File: config.mk
export PLATFORM = sky130hd
export DESIGN_NAME = tpgen_param
export DESIGN_NICKNAME = d
export VERILOG_FILES = /design/src/rtl/tpgen_param.sv
export SDC_FILE = /design/constraint.sdc
export NUM_CORES = 1
export LEC_CHECK = 0
export BUFFER_PORTS_ARGS = -buffer_cell sky130_fd_sc_hd__buf_2
export CORE_MARGIN = 2
export CORE_UTILIZATION = 51
export DETAILED_ROUTE_END_ITERATION = 16
export GPL_TIMING_DRIVEN = 0
export PLACE_DENSITY = 0.92
export SKIP_CTS_REPAIR_TIMING = 1
export SYNTH_ARGS = -nofsm -noshare
export SYNTH_HDL_FRONTEND = slang
export SYNTH_SLANG_ARGS = --single-unit
File: constraint.sdc
create_clock -name SIM_CLK -period 3 [get_ports SIM_CLK]
set_input_delay 0.3 -clock SIM_CLK [delete_from_list [all_inputs] [get_ports SIM_CLK]]
set_output_delay 0.3 -clock SIM_CLK [all_outputs]
set_load 0.02 [all_outputs]
File: src/rtl/tpgen_param.sv
// Parametrised timing-pulse generator: CLK_DIV phases per pulse, NUM_T one-hot pulses,
// restart forcing, monitor stop/step, sequence divider and sign-pair overflow strobe.
module tpgen_param #(
    parameter int NUM_T   = 12,
    parameter int CLK_DIV = 4,
    parameter int OVF_PH  = 2,
    parameter int TW      = $clog2(NUM_T + 1)
) (
    input  logic               SIM_CLK,
    input  logic               SIM_RST,
    input  logic               CLOCK_EN,
    input  logic               GOJ_REQ,
    input  logic               MSTP,
    input  logic               MSTRT,
    input  logic [1:0]         WL_SGN,
    output logic [CLK_DIV-1:0] PHS,
    output logic [NUM_T-1:0]   T,
    output logic [TW-1:0]      T_IDX,
    output logic               EOP,
    output logic               GOJAM,
    output logic               STOP,
    output logic               FS01,
    output logic               OVF_n,
    output logic               UNF_n
);

    localparam int PW = $clog2(CLK_DIV);

    generate
        if (NUM_T < 2 || CLK_DIV < 2 || OVF_PH >= CLK_DIV || OVF_PH < 0) begin : g_bad_params
            $error("tpgen_param: illegal NUM_T/CLK_DIV/OVF_PH combination");
        end
    endgenerate

    logic [PW-1:0] r_ph;
    logic [TW-1:0] r_tp;
    logic          r_gojam;
    logic          r_stop;
    logic          r_step_pend;
    logic          r_mstrt_d;
    logic          r_fs01;
    logic          r_ovf_n;
    logic          r_unf_n;
    logic          r_eop;

    logic w_last_ph;
    logic w_wrap;
    logic w_tp_last;
    logic w_mstrt_rise;
    logic w_strobe;

    assign w_last_ph    = (r_ph == PW'(CLK_DIV - 1));
    assign w_wrap       = CLOCK_EN & w_last_ph & ~GOJ_REQ;
    assign w_tp_last    = (r_tp == TW'(NUM_T));
    assign w_mstrt_rise = MSTRT & ~r_mstrt_d;
    assign w_strobe     = CLOCK_EN & (r_ph == PW'(OVF_PH)) & ~GOJ_REQ;

    always_ff @(posedge SIM_CLK or negedge SIM_RST) begin
        if (!SIM_RST) begin
            r_ph <= '0;
        end else if (GOJ_REQ) begin
            r_ph <= '0;
        end else if (CLOCK_EN) begin
            r_ph <= w_last_ph ? '0 : r_ph + PW'(1);
        end
    end

    // r_stop doubles as the hold flag: while set, the last pulse is repeated.
    always_ff @(posedge SIM_CLK or negedge SIM_RST) begin
        if (!SIM_RST) begin
            r_tp        <= TW'(NUM_T);
            r_gojam     <= 1'b1;
            r_stop      <= 1'b0;
            r_step_pend <= 1'b0;
            r_fs01      <= 1'b0;
        end else if (GOJ_REQ) begin
            r_tp        <= TW'(NUM_T);
            r_gojam     <= 1'b1;
            r_stop      <= 1'b0;
            r_step_pend <= 1'b0;
        end else begin
            if (w_mstrt_rise && r_stop) begin
                r_step_pend <= 1'b1;
            end
            if (w_wrap && w_tp_last) begin
                if (r_gojam) begin
                    // restart exit enters T01 without counting as a completed sequence
                    r_tp    <= TW'(1);
                    r_gojam <= 1'b0;
                end else if (r_stop) begin
                    if (r_step_pend || !MSTP) begin
                        r_tp        <= TW'(1);
                        r_stop      <= 1'b0;
                        r_step_pend <= 1'b0;
                        r_fs01      <= ~r_fs01;
                    end
                end else if (MSTP && !r_step_pend) begin
                    r_stop <= 1'b1;
                end else begin
                    r_tp   <= TW'(1);
                    r_fs01 <= ~r_fs01;
                end
            end else if (w_wrap) begin
                r_tp <= r_tp + TW'(1);
            end
        end
    end

    always_ff @(posedge SIM_CLK or negedge SIM_RST) begin
        if (!SIM_RST) begin
            r_mstrt_d <= 1'b0;
            r_eop     <= 1'b0;
        end else begin
            r_mstrt_d <= MSTRT;
            r_eop     <= CLOCK_EN & w_last_ph & ~GOJ_REQ;
        end
    end

    always_ff @(posedge SIM_CLK or negedge SIM_RST) begin
        if (!SIM_RST) begin
            r_ovf_n <= 1'b1;
            r_unf_n <= 1'b1;
        end else if (GOJ_REQ || r_gojam) begin
            r_ovf_n <= 1'b1;
            r_unf_n <= 1'b1;
        end else if (w_strobe) begin
            r_ovf_n <= ~(WL_SGN[0] & ~WL_SGN[1]);
            r_unf_n <= ~(~WL_SGN[0] & WL_SGN[1]);
        end
    end

    always_comb begin
        PHS = '0;
        for (int i = 0; i < CLK_DIV; i++) begin
            PHS[i] = (r_ph == PW'(i));
        end
    end

    always_comb begin
        T = '0;
        for (int i = 0; i < NUM_T; i++) begin
            T[i] = (r_tp == TW'(i + 1));
        end
    end

    assign T_IDX = r_tp;
    assign EOP   = r_eop;
    assign GOJAM = r_gojam;
    assign STOP  = r_stop;
    assign FS01  = r_fs01;
    assign OVF_n = r_ovf_n;
    assign UNF_n = r_unf_n;

endmodule

## Word level (Yosys, flattened, before mapping)

Index checks and enable logic that the tools add are counted.

- Word-level logic and storage cells: 93
- Output and inout port bits: 26
- Flip-flop bits (word level): 14

- Muxes and demuxes: 31
- $add $sub $neg: 2
- Reductions and logical operators: 15
- Equal/unequal tests: 20
- Bitwise operators: 15

Operator list:

| operator | number |
|---|---|
| two-way mux 4 bit | 7 |
| two-way mux 1 bit | 21 |
| equality test 4 bit, second input constant | 5 |
| equality test 4 x 3 -> 1 bit, second input constant | 4 |
| equality test 4 x 2 -> 1 bit, second input constant | 2 |
| NOT 1 bit | 8 |
| bitwise AND 1 bit | 7 |
| two-way mux 2 bit | 3 |
| nonzero test 2 bit | 3 |
| inequality test 5 x 4 -> 1 bit, second input constant | 1 |
| inequality test 5 bit, second input constant | 1 |
| AND reduction 5 bit | 1 |
| adder 4 x 1 -> 4 bit, second input constant | 1 |
| equality test 2 bit, second input constant | 2 |
| equality test 4 x 1 -> 1 bit, second input constant | 1 |
| inequality test 2 bit, second input constant | 2 |
| logical AND 1 bit | 3 |
| AND reduction 3 bit | 1 |
| nonzero test 3 bit | 1 |
| adder 2 x 1 -> 2 bit, second input constant | 1 |
| equality test 2 x 1 -> 1 bit, second input constant | 1 |
| logical NOT 1 bit | 2 |
| logical NOT 2 bit | 1 |
| logical OR 1 bit | 2 |
| other kinds (2) | 2 |

## Longest topological paths before layout

Gate-level depths: netlist (run 1).

- Depth after elaboration: 9
- Depth in mapped cells: 6

## Least setup slack after synthesis (run 1)

OpenSTA, ideal clock, no wires.

- Kind: flip-flop to flip-flop
- Start: register r_tp[0], in the netlist T_IDX[0]
- End: register r_tp[0], in the netlist T_IDX[0]
- Period minus slack after synthesis: 1.638 ns
- Data arrival time: 1.513 ns
- Cell stages (with the launch flop): 7
- Slack: 1.362 ns
- Library setup time: 0.125 ns
- Cell sequence: dfrtp_1 -> inv_1 -> ha_1 -> nand3_2 -> inv_4 -> a21oi_2 -> mux2_4

- Cells in the longest elaborated chain, start to end: 4
- Elaborated cells on any way between the ends: 10
- Those cells by class: add/sub: 1; eq/ne: 3; mux: 3; reduce/logical: 3

RTL lines:

| item | RTL line | text |
|---|---|---|
| start, declared | 36 | `logic [TW-1:0] r_tp;` |
| start signal, assigned | 71 | `r_tp <= TW'(NUM_T);` |
| start signal, assigned | 77 | `r_tp <= TW'(NUM_T);` |
| start signal, assigned | 104 | `r_tp <= r_tp + TW'(1);` |
| equality test 4 bit (*) | 54 | `assign w_tp_last = (r_tp == TW'(NUM_T));` |
| named net w_tp_last | 48 | `logic w_tp_last;` |
| logical AND 1 bit (*) | 85 | `if (w_wrap && w_tp_last) begin` |
| inequality test 5 x 4 -> 1 bit (no line) (tied with other cells) | n/a |  |
| AND reduction 3 bit (no line) or two-way mux 4 bit (tied branches) | n/a |  |

The timed path passes the listed nets; every way through them passes the cells marked *. The select of a mux whose other input is x is not followed.
A chain may end at the register's enable or synchronous reset.

## Final worst setup path (run 1)

- Start: register r_tp[0], in the netlist T_IDX[0]
- End: output T[11]

- Cells in the longest elaborated chain, start to end: 1

RTL lines:

| item | RTL line | text |
|---|---|---|
| equality test 4 bit | n/a |  |
| end, declared | 17 | `output logic [NUM_T-1:0] T,` |

No other way between the ends.

==> flow_metrics.tcl, run 1 <==
set metrics [dict create \
    cts_tree "built" \
    n_fill_cell 149 \
    place_ws_ps 1330 \
    peakVddDrop_uv 350 \
    synthTopCellsByCount "and2_1, dfrtp_1, ha_1" \
    worst_pin_slew_ps 290 \
    htree_num_levels 1 \
    finalSetupViolCount 0 \
    syn_to_final_growth_pct 25.8 \
    status "complete, no violations" \
    clock-root-buffer "clkbuf_4" \
    fin_setup_tns_ps 0 \
    vias 811 \
    syn_inst 94 \
    yosysTopAreaCell "dfrtp_1" \
    fin_crit_sh_pct 64.6 \
    fmax_ghz 0.516 \
    synth_nets 110 \
    synth_edf_count 0 \
    die_area_um2 2160 \
    crit_type "reg2out" \
    synth_most_common_cell "and2_1" \
    synth_area_leaders "dfrtp_1, dfstp_2, ha_1" \
    num_io_pins 34 \
    clk_latency_ps 280 \
    grt_pass1_wl_um 3030 \
    n_antenna_cell 0 \
    drt_iter0_drc 13 \
    post-route-min-period_ps 1940 \
    place_congestion 0.738 \
    synth-seq-cells 14 \
    critPathMaxFanout 7 \
    antenna_left 0 \
    antenna_found_initial 0 \
    cts_made_buffers 3 \
    synth_area_per_cell_um2 9.81 \
    hp-class "in2reg" \
    dr.pass1.iters 4 \
    grt_max_degree 15 \
    rsz0062_at_grt "no" \
    layout_setup_ws_ps 1060 \
    grt_usage_pct 20.1 \
    leakage_nw 0.615 \
    place_area_um2 1110 \
    final_layout_size_suffix_gt1_share_pct 39.7 \
    port_buffers 32 \
    crit_required_ps 2700 \
    die_w_um 46.5 \
    final_area_um2 1160 \
    clock-sinks 14 \
    cts.path.max_buffers 2 \
    clk_pin_slew_ps 80 \
    cp-end-kind "output port" \
    fin_skew_ps 0.500 \
    synthesis.area_um2 922 \
    hold_violations 0 \
    worstPathArrival_ps 1640 \
    wirelength_um 2070 \
    start_util_pct 54.0 \
    netlist.area_leader.share_pct 24.4 \
    yosys_warnings 0 \
    synth_cell_types 34 \
    slew_violations 0 \
    wire_per_inst_um 13.3 \
    core_area_um2 1710 \
    worst_slew_margin_rel_pct 80.4 \
    yosys_most_used_dff "dfrtp_1" \
    hpwl_um 1600 \
    drc_errors 0 \
    first_global_vias 730 \
    synth-seq-area-share_pct 38.7 \
    grt_overflow 0 \
    die_y_um 46.5 \
    nets 148 \
    rows 15 \
    p_per_area_nw_per_um2 346 \
    vias_per_cell 5.20 \
    drv_cap 0 \
    synthArstFlopShare_pct 100 \
    startpoint_type "register" \
]
-- critical path: stages, from the launching register on --
cell and delay (ps):
dfrtp_1 470, inv_1 130, ha_1 260, nand3_2 150, inv_4 100, buf_4 100
buf_2 150
-- layer usage --
metal | vias up | wire, um | part of all wire, % | GRT usage [%]
met5 | - | 0 | 0 | 0
met2 | 26 | 1110 | 54 | 35.8
met1 | 382 | 837 | 40 | 21.5
met3 | 6 | 99 | 4.8 | 7.45
met4 | 0 | 22 | 1.1 | 6.86
li1 | 397 | - | - | -
-- registers in the layout, summed over array words and instances, names as in the netlist --
name / cells
GOJAM: 1
OVF_n: 1
FS01: 1
T_IDX: 4
r_step_pend: 1
EOP: 1
STOP: 1
UNF_n: 1
r_ph: 2
r_mstrt_d: 1
-- where the power goes --
| group | total, W | switching, W | internal [W] |
|---|---|---|---|
| combinational | 0.0000651 | 0.0000403 | 0.0000249 |
| clock | 0.000136 | 0.0000621 | 0.0000740 |
| sequential | 0.000200 | 0.00000610 | 0.000194 |
-- path summary, 6_finish.rpt --
path | depth (start not counted) | slack [ps] | start | end
worst max-delay path | 6 | 1060 | T_IDX[0] | T[11]
worst min-delay path | 1 | 130 | MSTRT | r_mstrt_d
worst max register to register | 6 | 1300 | T_IDX[0] | T_IDX[0]
worst min register to register | 1 | 480 | FS01 | FS01
max in group asynchronous | 2 | 2290 | SIM_RST | T_IDX[2]
min in group asynchronous | 2 | 430 | SIM_RST | r_ph[0]
-- final cells by class --
cell class / instances / area, um^2 / share of cell area, %
Inverter: 9 / 36.3 / 3.13
Sequential cell: 14 / 357 / 30.7
Clock buffer: 4 / 36.3 / 3.13
Multi-Input combinational cell: 67 / 495 / 42.7
Timing Repair Buffer: 33 / 170 / 14.7
Buffer: 4 / 33.8 / 2.91
Tap cell: 25 / 31.3 / 2.70
-- cells in the final DEF, fill, tap and decap left out, types with 3 or more instances in the layout --
cell      synthesis  final
nor3b_1           3      3
and2_1           12     12
clkbuf_4          1      4
inv_1             7      7
nor2_1            7      7
ha_1              8      8
buf_2             0     32
a21oi_1           6      6
nand2_1           6      6
dfstp_2           5      5
dfrtp_1           9      9
-- logic make-up (layout without fill, tap and decap cells) --
| logic type | count (synthesis) | in the layout | synth area share [%] |
|---|---|---|---|
| simple gates | 38 | 38 | 25.2 |
| fa+ha+maj | 8 | 8 | 10.9 |
| mux | 3 | 3 | 3.80 |
| compound gates | 17 | 17 | 12.9 |
| xor+xnor | 1 | 1 | 0.950 |
| buf+inv | 13 | 50 | 7.60 |
| flops | 14 | 14 | 38.7 |
-- through the flow --
stage | instances | total power, W | util [%] | hold WS [ps]
after detailed placement | 151 | 0.000268 | 65.2 | 209
after CTS | 155 | 0.000403 | 67.3 | -103
after global placement | 151 | 0.000264 | 65.2 | 204
after floorplan | 94 | 0.000245 | - | 4.41
final | 156 | 0.000402 | 67.9 | 131
after global routing | 156 | 0.000419 | 67.9 | 128
No activity file was read; power rests on OpenSTA's default activity.
==> run 2: changes to the inputs <==
--- a/config.mk
+++ b/config.mk
@@ -7,10 +7,10 @@
 export LEC_CHECK = 0
 export BUFFER_PORTS_ARGS = -buffer_cell sky130_fd_sc_hd__buf_2
 export CORE_MARGIN = 2
-export CORE_UTILIZATION = 51
+export CORE_UTILIZATION = 48
 export DETAILED_ROUTE_END_ITERATION = 16
 export GPL_TIMING_DRIVEN = 0
-export PLACE_DENSITY = 0.92
+export PLACE_DENSITY = 0.88
 export SKIP_CTS_REPAIR_TIMING = 1
 export SYNTH_ARGS = -nofsm -noshare
 export SYNTH_HDL_FRONTEND = slang
==> constraint.sdc (replaced) <==
create_clock -name SIM_CLK -period 2 [get_ports SIM_CLK]
set_input_delay 0.2 -clock SIM_CLK [delete_from_list [all_inputs] [get_ports SIM_CLK]]
set_output_delay 0.2 -clock SIM_CLK [all_outputs]
set_load 0.02 [all_outputs]
==> flow_metrics.tcl, run 2 (synthesis results as in run 1) <==
set metrics [dict create \
    grt_max_degree 15 \
    syn_to_final_growth_pct 24.7 \
    largest_register_ffs 4 \
    critPathMaxFanout 7 \
    drc_errors 0 \
    clock-root-buffer "clkbuf_4" \
    p_per_area_nw_per_um2 493 \
    worstSetupEndpoint "T[11]" \
    fin_crit_sh_pct 90.9 \
    vias 819 \
    antenna_found_initial 0 \
    place_area_um2 1110 \
    dr.pass1.iters 5 \
    cts_made_buffers 3 \
    reg2reg_slack_ps 320 \
    peakVddDrop_uv 533 \
    utilization_pct 65.2 \
    htree_num_levels 1 \
    final_area_um2 1150 \
    port_buffers 32 \
    crit_required_ps 1800 \
    clk_latency_ps 280 \
    wirelength_um 2120 \
    n_fill_cell 162 \
    drv_cap 0 \
    cts.path.max_buffers 2 \
    first_global_vias 746 \
    hold_violations 0 \
    worstPathArrival_ps 1620 \
    vias_per_cell 5.25 \
    nets 148 \
    rsz0062_at_grt "no" \
    slew_violations 0 \
    leakage_nw 0.609 \
    final_cell_mix "buf_2, and2_1, dfrtp_1" \
    startpoint_type "register" \
    worst_pin_slew_ps 303 \
    hpwl_um 1680 \
    hp-class "in2reg" \
    finalSetupViolCount 0 \
    final_layout_size_suffix_gt1_share_pct 38.9 \
    reg2reg_depth 6 \
    die_w_um 47.8 \
    core_area_um2 1760 \
    fin_setup_tns_ps 0 \
    clk_pin_slew_ps 80 \
    post-route-min-period_ps 1820 \
    wire_per_inst_um 13.6 \
    num_io_pins 34 \
    cp-end-kind "output port" \
    layout_commonest_cell "buf_2" \
    clock-sinks 14 \
    worst_slew_margin_rel_pct 79.5 \
    start_util_pct 52.3 \
    rows 15 \
    r2r-start "T_IDX[0]" \
    r2r_end "T_IDX[0]" \
    cts_tree "built" \
    grt_pass1_wl_um 3190 \
    status "complete, no violations" \
    antenna_left 0 \
    worstSetupStartpoint "T_IDX[0]" \
    die_y_um 47.8 \
    drt_iter0_drc 13 \
    fmax_ghz 0.550 \
    grt_overflow 0 \
    n_antenna_cell 0 \
    fin_skew_ps 5.48 \
    die_area_um2 2290 \
    crit_type "reg2out" \
    grt_usage_pct 20.3 \
    place_congestion 0.747 \
    min_from "MSTRT" \
]
## run 2: critical path, stage by stage, from the launching register on
cell and delay (ps):
dfrtp_1 450, inv_1 130, ha_1 260, nand3_2 150
inv_4 100, buf_4 100, buf_2 150
## run 2: layout make-up
cell class,count,area (um^2),share of cell area [%]
Buffer,4,33.8,2.94
Sequential cell,14,357,31.0
Timing Repair Buffer,33,170,14.8
Clock buffer,4,26.3,2.29
Inverter,9,36.3,3.16
Tap cell,25,31.3,2.72
Multi-Input combinational cell,67,495,43.1
## run 2: worst min path at each step
stage / end / slack, ps / depth (start not counted)
after floorplan: EOP / -100 / 0
after global placement: r_ph[1] / 100 / 1
after detailed placement: r_ph[1] / 110 / 1
after CTS: r_step_pend / -200 / 1
after global routing: r_mstrt_d / 20 / 1
final: r_mstrt_d / 30 / 1
## run 2: layer usage
metal | up-vias | track usage, % | share of wire [%]
met5 | - | 0 | 0
met4 | 0 | 3.78 | 0.75
met3 | 2 | 7.17 | 5.5
met2 | 31 | 35.7 | 56
met1 | 394 | 23.9 | 38
li1 | 392 | - | -
## run 2: per-stage QoR
stage	total power (W)	hold slack, ps	std cells	worst slack [ps]
detailed placement	0.000403	109	151	350
floorplan	0.000367	-95.6	94	362
global route	0.000597	17.9	156	82.4
global placement	0.000397	104	151	380
finish	0.000567	31.2	156	181
CTS	0.000569	-195	155	187
## run 2: where the power goes
group          total [W]  internal, W  switching [W]
registers       0.000301     0.000291     0.00000942
clock network   0.000168    0.0000774      0.0000903
logic          0.0000981    0.0000371      0.0000610
total           0.000567     0.000406       0.000161
